--- src/rtl/wb_elastic_buffer_if.sv ---
// Handshake and payload bundle between the pipeline stage feeding the
// writeback elastic buffer (master) and the buffer itself (slave).
interface wb_elastic_buffer_if #(
    parameter int DATA_W = 32,
    parameter int REG_W  = 5
);
    // Upstream side
    logic              in_valid;
    logic              in_ready;
    logic              regwrite_in;
    logic              memtoreg_in;
    logic [DATA_W-1:0] memres_in;
    logic [DATA_W-1:0] alures_in;
    logic [REG_W-1:0]  writeregister_in;

    // Downstream side
    logic              out_valid;
    logic              out_ready;
    logic              regwrite_out;
    logic              memtoreg_out;
    logic [DATA_W-1:0] memres_out;
    logic [DATA_W-1:0] alures_out;
    logic [REG_W-1:0]  writeregister_out;

    modport master (
        output in_valid, regwrite_in, memtoreg_in, memres_in, alures_in,
               writeregister_in, out_ready,
        input  in_ready, out_valid, regwrite_out, memtoreg_out, memres_out,
               alures_out, writeregister_out
    );

    modport slave (
        input  in_valid, regwrite_in, memtoreg_in, memres_in, alures_in,
               writeregister_in, out_ready,
        output in_ready, out_valid, regwrite_out, memtoreg_out, memres_out,
               alures_out, writeregister_out
    );
endinterface

--- src/rtl/wb_elastic_buffer.sv ---
// Elastic FIFO between MEM and WB: decouples stage stalls, gates control
// bits with valid so bubbles never write the register file.
module wb_elastic_buffer #(
    parameter int DATA_W = 32,
    parameter int REG_W  = 5,
    parameter int DEPTH  = 2,
    parameter int CNT_W  = 16
) (
    input  logic                       clk,
    input  logic                       rst_n,
    input  logic                       flush,
    wb_elastic_buffer_if.slave         bus,
    output logic [$clog2(DEPTH+1)-1:0] count,
    output logic [CNT_W-1:0]           stall_cycles
);
    localparam int PTR_W    = (DEPTH > 1) ? $clog2(DEPTH) : 1;
    localparam int CNT_BITS = $clog2(DEPTH + 1);
    localparam logic [CNT_BITS-1:0] FULL_COUNT = CNT_BITS'(DEPTH);

    typedef struct packed {
        logic              regwrite;
        logic              memtoreg;
        logic [DATA_W-1:0] memres;
        logic [DATA_W-1:0] alures;
        logic [REG_W-1:0]  writeregister;
    } entry_t;

    entry_t              store [DEPTH];
    entry_t              head;
    entry_t              in_entry;
    logic [PTR_W-1:0]    wr_ptr;
    logic [PTR_W-1:0]    rd_ptr;
    logic [CNT_BITS-1:0] occ;
    logic [CNT_W-1:0]    stall_q;
    logic                can_push;
    logic                has_head;
    logic                push;
    logic                pop;

    // Ready/valid depend only on the registered occupancy, never on out_ready.
    always_comb begin
        can_push = (occ < FULL_COUNT);
        has_head = (occ != '0);
        push     = bus.in_valid && can_push && !flush;
        pop      = has_head && bus.out_ready && !flush;
    end

    always_comb begin
        in_entry.regwrite      = bus.regwrite_in;
        in_entry.memtoreg      = bus.memtoreg_in;
        in_entry.memres        = bus.memres_in;
        in_entry.alures        = bus.alures_in;
        in_entry.writeregister = bus.writeregister_in;
    end

    always_ff @(posedge clk or negedge rst_n) begin
        if (!rst_n) begin
            wr_ptr <= '0;
            rd_ptr <= '0;
            occ    <= '0;
        end else if (flush) begin
            wr_ptr <= '0;
            rd_ptr <= '0;
            occ    <= '0;
        end else begin
            if (push) begin
                wr_ptr <= wr_ptr + PTR_W'(1);
            end
            if (pop) begin
                rd_ptr <= rd_ptr + PTR_W'(1);
            end
            case ({push, pop})
                2'b10:   occ <= occ + CNT_BITS'(1);
                2'b01:   occ <= occ - CNT_BITS'(1);
                default: occ <= occ;
            endcase
        end
    end

    // Entries keep their contents across pops and flushes; only push writes.
    always_ff @(posedge clk or negedge rst_n) begin
        if (!rst_n) begin
            for (int unsigned i = 0; i < DEPTH; i++) begin
                store[i] <= '0;
            end
        end else if (push) begin
            store[wr_ptr] <= in_entry;
        end
    end

    always_ff @(posedge clk or negedge rst_n) begin
        if (!rst_n) begin
            stall_q <= '0;
        end else if (bus.in_valid && !can_push && !flush && (stall_q != '1)) begin
            stall_q <= stall_q + CNT_W'(1);
        end
    end

    always_comb begin
        head                  = store[rd_ptr];
        bus.in_ready          = can_push;
        bus.out_valid         = has_head;
        bus.regwrite_out      = has_head && head.regwrite;
        bus.memtoreg_out      = has_head && head.memtoreg;
        bus.memres_out        = head.memres;
        bus.alures_out        = head.alures;
        bus.writeregister_out = head.writeregister;
        count                 = occ;
        stall_cycles          = stall_q;
    end
endmodule
--- src/flat_wrapper.sv ---
// flat-port wrapper written by rule: the top's interface ports become plain ports
module wb_elastic_buffer_flat 
#(
    parameter int DATA_W = 32,
    parameter int REG_W  = 5,
    parameter int DEPTH  = 2,
    parameter int CNT_W  = 16
)
  (clk, rst_n, flush, count, stall_cycles, bus_in_valid, bus_regwrite_in, bus_memtoreg_in, bus_memres_in, bus_alures_in, bus_writeregister_in, bus_out_ready, bus_in_ready, bus_out_valid, bus_regwrite_out, bus_memtoreg_out, bus_memres_out, bus_alures_out, bus_writeregister_out);
  wb_elastic_buffer_if #(.DATA_W(DATA_W), .REG_W(REG_W)) bus_i ();
  input  logic clk;
  input  logic rst_n;
  input  logic flush;
  output logic [$clog2(DEPTH+1)-1:0] count;
  output logic [CNT_W-1:0] stall_cycles;
  input wire logic [$bits(bus_i.in_valid)-1:0] bus_in_valid;
  input wire logic [$bits(bus_i.regwrite_in)-1:0] bus_regwrite_in;
  input wire logic [$bits(bus_i.memtoreg_in)-1:0] bus_memtoreg_in;
  input wire logic [$bits(bus_i.memres_in)-1:0] bus_memres_in;
  input wire logic [$bits(bus_i.alures_in)-1:0] bus_alures_in;
  input wire logic [$bits(bus_i.writeregister_in)-1:0] bus_writeregister_in;
  input wire logic [$bits(bus_i.out_ready)-1:0] bus_out_ready;
  output wire logic [$bits(bus_i.in_ready)-1:0] bus_in_ready;
  output wire logic [$bits(bus_i.out_valid)-1:0] bus_out_valid;
  output wire logic [$bits(bus_i.regwrite_out)-1:0] bus_regwrite_out;
  output wire logic [$bits(bus_i.memtoreg_out)-1:0] bus_memtoreg_out;
  output wire logic [$bits(bus_i.memres_out)-1:0] bus_memres_out;
  output wire logic [$bits(bus_i.alures_out)-1:0] bus_alures_out;
  output wire logic [$bits(bus_i.writeregister_out)-1:0] bus_writeregister_out;
  assign bus_i.in_valid = bus_in_valid;
  assign bus_i.regwrite_in = bus_regwrite_in;
  assign bus_i.memtoreg_in = bus_memtoreg_in;
  assign bus_i.memres_in = bus_memres_in;
  assign bus_i.alures_in = bus_alures_in;
  assign bus_i.writeregister_in = bus_writeregister_in;
  assign bus_i.out_ready = bus_out_ready;
  assign bus_in_ready = bus_i.in_ready;
  assign bus_out_valid = bus_i.out_valid;
  assign bus_regwrite_out = bus_i.regwrite_out;
  assign bus_memtoreg_out = bus_i.memtoreg_out;
  assign bus_memres_out = bus_i.memres_out;
  assign bus_alures_out = bus_i.alures_out;
  assign bus_writeregister_out = bus_i.writeregister_out;
  wb_elastic_buffer #(.DATA_W(DATA_W), .REG_W(REG_W), .DEPTH(DEPTH), .CNT_W(CNT_W)) u_core (.clk(clk), .rst_n(rst_n), .flush(flush), .bus(bus_i), .count(count), .stall_cycles(stall_cycles));
endmodule
--- config.mk ---
export PLATFORM = sky130hd
export DESIGN_NAME = wb_elastic_buffer_flat
export DESIGN_NICKNAME = d
export VERILOG_FILES = /design/src/rtl/wb_elastic_buffer_if.sv /design/src/rtl/wb_elastic_buffer.sv /design/src/flat_wrapper.sv
export SDC_FILE = /design/constraint.sdc
export NUM_CORES = 1
export LEC_CHECK = 0
export ABC_CLOCK_PERIOD_IN_PS = 3700
export CAP_MARGIN = 20
export CORE_ASPECT_RATIO = 2
export CORE_UTILIZATION = 45
export CTS_CLUSTER_SIZE = 16
export DETAILED_ROUTE_END_ITERATION = 10
export HOLD_SLACK_MARGIN = 0.02
export PLACE_DENSITY = 0.83
export RECOVER_POWER = 100
export SYNTH_ARGS = -nofsm -noshare
export SYNTH_HDL_FRONTEND = slang
export SYNTH_SLANG_ARGS = --single-unit
export TNS_END_PERCENT = 100
--- constraint.sdc ---
create_clock -name clk -period 3.7 [get_ports clk]
set_input_delay 0.74 -clock clk [delete_from_list [all_inputs] [get_ports clk]]
set_output_delay 0.74 -clock clk [all_outputs]
set_load 0.03 [all_outputs]
; ---- Yosys cells after proc, flatten, opt, wreduce, memory -nomap -nowiden
; Cells that the tools add are included.
[totals]
ff_bits = 162
inputBits = 76
output_inout_bits = 91
[op_classes]
n_addsub = 5
order_cmp = 4
eq_ne = 3
muxes = 12
bitwise_logic = 2
n_reduce_logical = 16
[op_table]
columns = op, n
row1 = two-way mux 71 bit, 4
row2 = bitwise mux 142 bit, 1
row3 = demux 71 bit (select 1 bit), 1
row4 = adder 16 x 1 -> 16 bit (second input constant), 1
row5 = inequality test 16 bit (second input constant), 1
row6 = logical AND 1 bit, 10
row7 = nonzero test 2 bit, 3
row8 = greater-or-equal comparator 2 bit (second input constant), 2
row9 = two-way mux 1 bit, 4
row10 = inverter 1 -> 2 bit, 2
row11 = case mux 2 bit (2 select lines), 1
row12 = nonzero test 3 bit, 1
row13 = adder 1 bit (second input constant), 2
row14 = adder 2 x 1 -> 2 bit (second input constant), 1
row15 = equality test 2 x 1 -> 1 bit (second input constant), 1
row16 = equality test 2 bit (second input constant), 1
row17 = zero test 1 bit, 2
row18 = less-than comparator 2 x 1 -> 1 bit (second input constant), 1
row19 = less-than comparator 2 bit (second input constant), 1
row20 = two-way mux 2 bit, 1
row21 = subtractor 2 x 1 -> 2 bit (second input constant), 1

; ---- Longest topological paths before layout
[logic_depth]
depth_word = 6
mapped_depth = 6
depth_no_buf = 5

; ---- Worst setup path before layout
; Ideal clock, no wire load.
[synth_path]
path_type = reg-to-output
from = register u_core.rd_ptr
to = output bus_memtoreg_out
arrival_time_ns = 1.479
required_ns = 2.960
slack_ns = 1.481
stages_incl_launch_ff = 5
n_path_buf = 2
cell_sequence = dfrtp_1 > clkbuf_1 > buf_1 > mux2i_1 > nor2_1
[synth_via]
elab_chain_cells = 5
[synth_rtl]
columns = element, line_no
row1 = "start, declared", wb_elastic_buffer.sv:32  ; logic [PTR_W-1:0] rd_ptr;
row2 = "start signal, assigned", wb_elastic_buffer.sv:70  ; rd_ptr <= rd_ptr + PTR_W'(1);
row3 = inverter 1 -> 2 bit (not written as such), wb_elastic_buffer.sv:100  ; head = store[rd_ptr];
row4 = two-way mux 71 bit (not written as such) (3 in a row), wb_elastic_buffer.sv:100
row5 = logical AND 1 bit, wb_elastic_buffer.sv:104  ; bus.memtoreg_out = has_head && head.memtoreg;
row6 = "end, declared", flat_wrapper.sv:26  ; output wire logic [$bits(bus_i.memtoreg_out)-1:0] bus_memtoreg_out;
; No other way between the ends. The select of a mux whose other input is x is not followed.

; ---- Worst setup path after layout
[layout_path]
from = register u_core.rd_ptr
to = output bus_memres_out[17]
[layout_via]
elab_chain_cells = 4
[layout_rtl]
columns = element, line_no
row1 = inverter 1 -> 2 bit (not written as such), wb_elastic_buffer.sv:100
row2 = two-way mux 71 bit (not written as such) (3 in a row), wb_elastic_buffer.sv:100
row3 = "end, declared", flat_wrapper.sv:27  ; output wire logic [$bits(bus_i.memres_out)-1:0] bus_memres_out;
; No other way between the ends. The select of a mux whose other input is x is not followed.

==> metrics.txt <==
run status=finished with violations; violated checks=capacitance limit, slew limit; Cell variety after synth=34; net switching share of the total power=0.3078; power per cell area=633.0 mW/mm^2; Synthesis Warnings=0; final layout net count=724; number of antenna violations at the first check in global routing=0; post-detailed-placement cell area=0.008985 mm^2; Final Hold Violating Endpoints=0; sum of negative setup slack=0 ns; # resized after CTS=0; number of enable-type register cells in the synthesized netlist=0; Post-Place Cells=829; Switch Pwr=1.850 mW; layout overhead on the synthesized area=31.96%; CTS tree=done; Synth Instances=479; maximum VDD drop=around 0.00035 V; share of post-route cells with drive strength above 1=0.3652; average wire per standard cell=18.34 um; maximum clock path buffer count=2; leakage component of the power=4.032 nW; wire length of the first global-routing pass=25,900 um; post-CTS clock slew at the launch and capture registers of the worst setup and hold paths=roughly 0.06 ns; Worst Skew=0.005221 ns; Cell Int Power=4.161 mW; die extent in x=91.42 um; clock buffer count from CTS=17; number of sinks driven by the clock tree=roughly 160; H-tree lvl count=4; count of pins over their slew limit=57; signal arrival time at the worst endpoint=around 2.5 ns; Synth area leader=sky130_fd_sc_hd__dfrtp_1; Clock Power Share=0.288; largest net degree at the start of global routing=72; proportion of register bits with asynchronous set or reset after synthesis=1.000; share of Yosys cell area claimed by the top area cell type=0.5634; CP max FO=29; count of pins on the block boundary=167; detailed router's first-iteration violation count=114; Core ar.=0.01570 mm^2; largest cells by area after synthesis=sky130_fd_sc_hd__dfrtp_1, sky130_fd_sc_hd__mux2_2, sky130_fd_sc_hd__buf_6; antenna fix cells=0; mean area per synthesized cell=15.02 um^2; element type at the critical path start=flop; setup repair after global routing missed its margin=false; vias per cell=5.252; number of cells in the finished layout apart from fillers=around 860; via count of the first global-routing pass=5,136; Detailed Place HPWL=11,030 um; die height=180.8 um; core occupancy in the finished layout=0.6049; post-CTS repair timing setup buffer count=0; overflow left after global routing=0; hold-fix buffer count after cts=0; max cap viols=1; worst setup path class=reg -> out; post-route clock period utilization=0.8783; count of state elements after synthesis=162; number of optimization iterations in the first detailed-route pass=4; WP data required=2.96 ns; nature of the critical path endpoint=primary output; worst slew slack as a fraction of its limit=-0.7487; portion of the post-synthesis area used by sequential elements=0.5634; Total Die Area=around 0.017 mm^2; site row count=65; master cell of the clock root buffer=sky130_fd_sc_hd__clkbuf_16; total design power=around 6 mW; peak clock frequency supported by timing=a little over 0.3 GHz; overall routed net length=between 15,000 and 20,000 um; worst hold-check path type=reg -> reg; I/O Buffers=~170; Via Count=4,522; Final Setup Violations=0; RePlAce Congestion=0.7561; starting density of the core=0.4584; fin crit period=about 3.2 ns; most used flip-flop cell after synthesis=sky130_fd_sc_hd__dfrtp_1; net count after synthesis=556; source-to-sink clock delay at the later pin of the worst-skew pair=around 0.42 ns; combinational fraction of design power=0.300; worst-margin pin slew=2.623 ns; final routed DRC violation total=0; synthesized cell area=around 0.007 mm^2; sequential power share=0.411; Final Cell Area=0.009495 mm^2; All-Layer GR Usage=0.2042; antenna-violating nets left=0
worst max-delay path, cell delays in order (launching register included):
cell	delay [ns]
sky130_fd_sc_hd__dfrtp_2	0.35
sky130_fd_sc_hd__clkbuf_2	0.61
sky130_fd_sc_hd__mux2_2	0.42
sky130_fd_sc_hd__dlygate4sd3_1	0.69
flip-flops by register name, indices dropped and copies added (netlist names):
name and cells:
u_core.stall_cycles 16, u_core.store 142, u_core.count 2, u_core.rd_ptr 1
u_core.wr_ptr 1
power groups by stage:
stage,clock [mW],sequential (mW),combinational (mW)
after floorplan,0,2.44,1.24
after global placement,0,2.46,1.87
after detailed placement,0,2.50,1.92
after CTS,1.77,2.47,1.93
after global routing,1.84,2.53,1.92
final,1.73,2.47,1.81
Yosys cell counts (2+ instances only):
cell and n:
sky130_fd_sc_hd__a21oi_1 5, sky130_fd_sc_hd__and3_1 3, sky130_fd_sc_hd__buf_4 3, sky130_fd_sc_hd__buf_6 13
sky130_fd_sc_hd__clkbuf_1 7, sky130_fd_sc_hd__dfrtp_1 162, sky130_fd_sc_hd__inv_1 3, sky130_fd_sc_hd__mux2_1 13
sky130_fd_sc_hd__mux2_2 201, sky130_fd_sc_hd__mux2i_1 2, sky130_fd_sc_hd__nand2_1 4, sky130_fd_sc_hd__nand3_1 6
sky130_fd_sc_hd__nand4_1 3, sky130_fd_sc_hd__nor2_1 11, sky130_fd_sc_hd__nor2b_1 2, sky130_fd_sc_hd__nor3_1 6
sky130_fd_sc_hd__nor3b_1 3, sky130_fd_sc_hd__o21ai_0 4, sky130_fd_sc_hd__xnor2_1 2, sky130_fd_sc_hd__xor2_1 12
cells in the final DEF, fill, tap and decap left out, drive strengths merged, types with 5 or more instances in the layout:
| cell type | count |
|---|---|
| a21oi | 5 |
| clkbuf | 26 |
| clkdlybuf4s50 | 73 |
| dfrtp | 162 |
| dlygate4sd3 | 92 |
| inv | 5 |
| mux2 | 214 |
| nand3 | 6 |
| nor2 | 11 |
| nor3 | 7 |
| xor2 | 12 |
routing by layer:
| metal | global-route usage | wire length, um | vias up |
|---|---|---|---|
| met5 | 0 | 0 | - |
| met1 | 0.2098 | 5654 | 2334 |
| met2 | 0.3868 | 9111 | 108 |
| li1 | - | - | 2052 |
| met3 | 0.04167 | 564 | 28 |
| met4 | 0.09333 | 465 | 0 |
worst paths after layout:
path	from	end	slack [ns]	cells past startpoint
setup / recovery	u_core.rd_ptr	bus_memres_out[17]	0.45	3
hold / removal	u_core.store[58]	u_core.store[58]	0.48	1
setup reg to reg	u_core.count[1]	u_core.store[103]	1.28	4
hold reg to reg	u_core.store[58]	u_core.store[58]	0.48	1
max in group asynchronous	rst_n	u_core.store[128]	0.81	2
min in group asynchronous	rst_n	u_core.store[96]	1.30	1
cells by family (layout without fill, tap and decap cells):
group,after synthesis,in the layout,share of synthesized area
mux,216,216,0.3377
buf+inv,28,209,0.02991
fa+ha+maj,1,1,0.001739
xor+xnor,14,14,0.01704
compound gates,10,10,0.007129
flops,162,162,0.5634
simple gates,48,48,0.04312
stage by stage:
stage / setup slack, ns / hold slack, ns
after floorplan: 1.481 / 0.4444
after global placement: 0.9323 / 0.4639
after detailed placement: 0.8919 / 0.4746
after CTS: 0.5763 / 0.2923
after global routing: 0.3062 / 0.5067
final: 0.4503 / 0.4810
area by class of cell:
| class | count | area (um^2) |
|---|---|---|
| clock buffers | 21 | 450.4 |
| clock inverters | 11 | 130.1 |
| fillers | 1241 | 6201 |
| inverters | 3 | 11.26 |
| multi-input cells | 289 | 2877 |
| flip-flops and latches | 162 | 4055 |
| well taps | 201 | 251.5 |
| repair buffers | 174 | 1720 |
No activity file was read; power rests on OpenSTA's default activity.
==> RTL edit 1: new RTL, same flow settings <==
`CNT_W` is set to 16 in 2 places; all go to 24.
--- a/src/rtl/wb_elastic_buffer.sv
+++ b/src/rtl/wb_elastic_buffer.sv
@@ -4,7 +4,7 @@
     parameter int DATA_W = 32,
     parameter int REG_W  = 5,
     parameter int DEPTH  = 2,
-    parameter int CNT_W  = 16
+    parameter int CNT_W  = 24
 ) (
     input  logic                       clk,
     input  logic                       rst_n,
--- a/src/flat_wrapper.sv
+++ b/src/flat_wrapper.sv
@@ -4,7 +4,7 @@
     parameter int DATA_W = 32,
     parameter int REG_W  = 5,
     parameter int DEPTH  = 2,
-    parameter int CNT_W  = 16
+    parameter int CNT_W  = 24
 )
   (clk, rst_n, flush, count, stall_cycles, bus_in_valid, bus_regwrite_in, bus_memtoreg_in, bus_memres_in, bus_alures_in, bus_writeregister_in, bus_out_ready, bus_in_ready, bus_out_valid, bus_regwrite_out, bus_memtoreg_out, bus_memres_out, bus_alures_out, bus_writeregister_out);
   wb_elastic_buffer_if #(.DATA_W(DATA_W), .REG_W(REG_W)) bus_i ();
Ports: changed (resized stall_cycles); port bits go from 167 to 175. No check against the original RTL was run, so the function may have changed too.
==> RTL edit 1 against the unedited design <==
- cell area increased by 5.2%
- sequential power increased by 4%
- area after synthesis increased by 3.7%
- total power increased by 1.8%
- utilization increased by 0.89 points
- register-to-register slack got worse by 0.13 ns
- synthesized cell count increased by 7.3%
- count of clock-buffer cells in the layout decreased by 2
- die area increased by 3.6%
- routed wire length increased by 11%
- largest power group unchanged
- sequential cell count increased by 8
- setup slack improved by 0.29 ns
- the flow still finishes with violations (max-capacitance violations, max-slew violations)
==> RTL edit 1: results <==
yosys:
  syn_inst: 514
  synthTopCellsByArea: "dfrtp_1 57%, mux2_2 32%, xnor2_1 1.6%, xor2_1 1.1%, buf_2 1.0%"
  synth_seq_cells: 170
  synthDistinctLibCells: 30
  syn_nets: 591
  synthTopCellsByCount: "213 x mux2_2, 170 x dfrtp_1, 17 x nor2_1, 15 x buf_2, 14 x xnor2_1"
  synth_seq_area_share_pct: 57.0
  yosysWarnings: 0
drt:
  num_vias: 4924
  post_drt_wl_per_cell_um: 19.4
  drt_iter0_markers: 126
setup_path:
  ff2ff_path_depth: 4
  critPathMaxFanout: 45
  crit-reg2reg-capture: "u_core.store[48]$_DFFE_PN0P_"
  cp-startpoint: "u_core.rd_ptr$_DFFE_PN0P_"
  r2r_slack_ns: 1.15
  worstSetupEndpoint: "bus_alures_out[22]"
  crit_arrival_ns: 2.22
timing:
  worst_pin_slew_ns: 1.84
  drv_slew: 72
  finalCriticalPeriod_ns: 2.96
  fin_worst_skew_ns: 0.0103
layout:
  regArea_um2: 4260
  inv_count: 4
  antenna-diode-count: 0
  multi_input_area_share_pct: 30.7
  nNetsFinal: 766
  nClkBuffers: 19
  fillers: 1264
  multi_input_gates: 315
  buffer_area_share_pct: 18.2
  drive_gt1_share_pct: 36.2
  layoutNonFillerInstCount: 906
  num-nonclk-buffers: 181
  top_register: "u_core.store"
  clk_share_pct: 5.79
placement:
  dpl.cell_count: 874
  pre_cts_ws_ns: 0.828
  io_buffers: 174
  routabilityCongestion: 0.939
  post-dp-hpwl_um: 12300
power_and_ir_drop:
  p_leak_nw: 4.22
  power_switching_mw: 1.91
  pg_seq_mw: 2.57
  p_clk_share_pct: 28.3
  vdd_drop_max_uv: 337
cts:
  cts_root_buf: "clkbuf_16"
hold_path:
  hp-class: "reg -> reg"
  hold_start: "u_core.store[113]$_DFFE_PN0P_"
  holdPathStages: 1
  whs_endpoint: "u_core.store[113]$_DFFE_PN0P_"
flow_run:
  cap_violations: 1
grt:
  antenna_found_initial: 0
  grt_pass1_vias: 5564
  globalRouteTotalUtil_pct: 21.7
  grt_pass1_wl_um: 28200
  grt_max_degree: 73
status:
  violations: "max-capacitance violations, max-slew violations"
  status: "complete, but fails checks"
RTL edit 1: per-stage QoR:
stage	hold WS, ns	cell area, um2	power [mW]	utilization, %
after floorplan	0.444	7460	3.76	-
after global placement	0.483	9460	4.43	58.2
after detailed placement	0.490	9460	4.53	58.2
after CTS	0.332	10000	6.28	61.7
after global routing	0.514	9990	6.41	61.4
final	0.504	9990	6.12	61.4
RTL edit 1: cell families (layout without fill, tap and decap cells):
logic type,after synthesis,count (layout),share of synthesized area (%)
AO/OA/AOI/OAI,9,9,0.671
multiplexers,216,216,32.6
flip-flops,170,170,57.0
adder cells (fa/ha/maj),1,1,0.168
XOR/XNOR,23,23,2.70
AND/OR/NAND/NOR,66,66,5.17
buffers and inverters,29,217,1.71
RTL edit 1: routing by layer:
layer,global-route usage (%),share of wire (%),vias to the layer above
met5,0,0,-
met1,20.9,35,2508
met3,5.38,4.6,50
li1,-,-,2192
met4,11.0,3.7,0
met2,41.2,57,174
==> RTL edit 2: new RTL, same flow settings <==
Without the edit above. Put a register stage on the output `count`, with the module's reset. The value now appears one clock later. The other outputs are not delayed to match.
--- a/src/rtl/wb_elastic_buffer.sv
+++ b/src/rtl/wb_elastic_buffer.sv
@@ -24,6 +24,8 @@
         logic [DATA_W-1:0] alures;
         logic [REG_W-1:0]  writeregister;
     } entry_t;
+
+    logic [$clog2(DEPTH+1)-1:0] count_d;
 
     entry_t              store [DEPTH];
     entry_t              head;
@@ -105,7 +107,15 @@
         bus.memres_out        = head.memres;
         bus.alures_out        = head.alures;
         bus.writeregister_out = head.writeregister;
-        count                 = occ;
+        count_d               = occ;
         stall_cycles          = stall_q;
     end
+    always_ff @(posedge clk or negedge rst_n) begin
+        if (!rst_n) begin
+            count <= '0;
+        end else begin
+            count <= count_d;
+        end
+    end
+
 endmodule
Function: changed (Yosys sat finds a counterexample within 4 cycles, from zero or initial values and one cycle with rst_n low).
==> RTL edit 2 against the unedited design <==
- the run still ends with max-capacitance violations, max-slew violations left
- area after synthesis rose by 3.6%
- non-clock buffer count rose by 1
- routed wire length rose by 4.5%
- cell area rose by 1.3%
- global-route usage rose by 0.29 points
- setup slack got worse by 0.098 ns
- critical path depth did not move
- utilization fell by 1.4 points
- total power rose by 2.6%
- clock power rose by 4%
- clock skew rose by 0.0040 ns
- sequential cell count rose by 2
- count of clock-buffer cells in the layout fell by 3
==> RTL edit 2: results <==
timing:
  fin_worst_skew_ns: 0.00927
  finalCriticalPeriod_ns: 3.35
  drv_slew: 81
  worst_pin_slew_ns: 2.74
  fin_hold_ws_ns: 0.486
yosys:
  syn_area_per_cell_um2: 15.6
setup_path:
  ff2ff_path_depth: 3
  critPathMaxFanout: 55
  worstSetupEndpoint: "bus_writeregister_out[3]"
  r2r_slack_ns: 0.89
grt:
  grt_pass1_wl_um: 26700
  grt_max_degree: 80
  gr-usage-met1_pct: 22.1
layout:
  nNetsFinal: 722
  antenna-diode-count: 2
  clk_share_pct: 6.17
  inv_count: 2
  multi_input_area_share_pct: 30.2
  buffer_area_share_pct: 18.1
status:
  violations: "max-capacitance violations, max-slew violations"
  status: "complete, but fails checks"
flow_run:
  cap_violations: 2
drt:
  drt_iter0_markers: 135
placement:
  pre_cts_ws_ns: 0.780
cts:
  clock_sinks: 164
## RTL edit 2: cell types whose count changed in the layout (fill, tap and decap cells not counted), moves of 3 or more
cell,delta
xnor2_1,+5
nand3_1,-4
nand4_1,+7
nor3_1,-5
inv_6,+6
mux2_4,+8
clkbuf_1,+4
clkinvlp_4,-4
mux2_2,-59
mux2_1,+49
nor3b_1,-3
clkbuf_2,-5
xor2_1,-4
## RTL edit 2: report_power, final
group | internal (mW) | leakage [nW] | switching (mW)
combinational | 0.912 | 1.80 | 0.921
clock | 1.02 | 0.293 | 0.786
sequential | 2.27 | 1.99 | 0.261
total | 4.20 | 4.08 | 1.97
## RTL edit 2: critical path: stages (launching register included)
cell,delay [ns]
dfrtp_2,0.67
buf_12,0.36
mux2_2,0.37
dlygate4sd3_1,0.73
## RTL edit 2: logic make-up after synthesis
logic type,share of synthesized area [%]
buf+inv,2.35
fa+ha+maj,0.168
simple gates,4.03
xor+xnor,1.76
compound gates,0.856
mux,35.8
flops,55.0
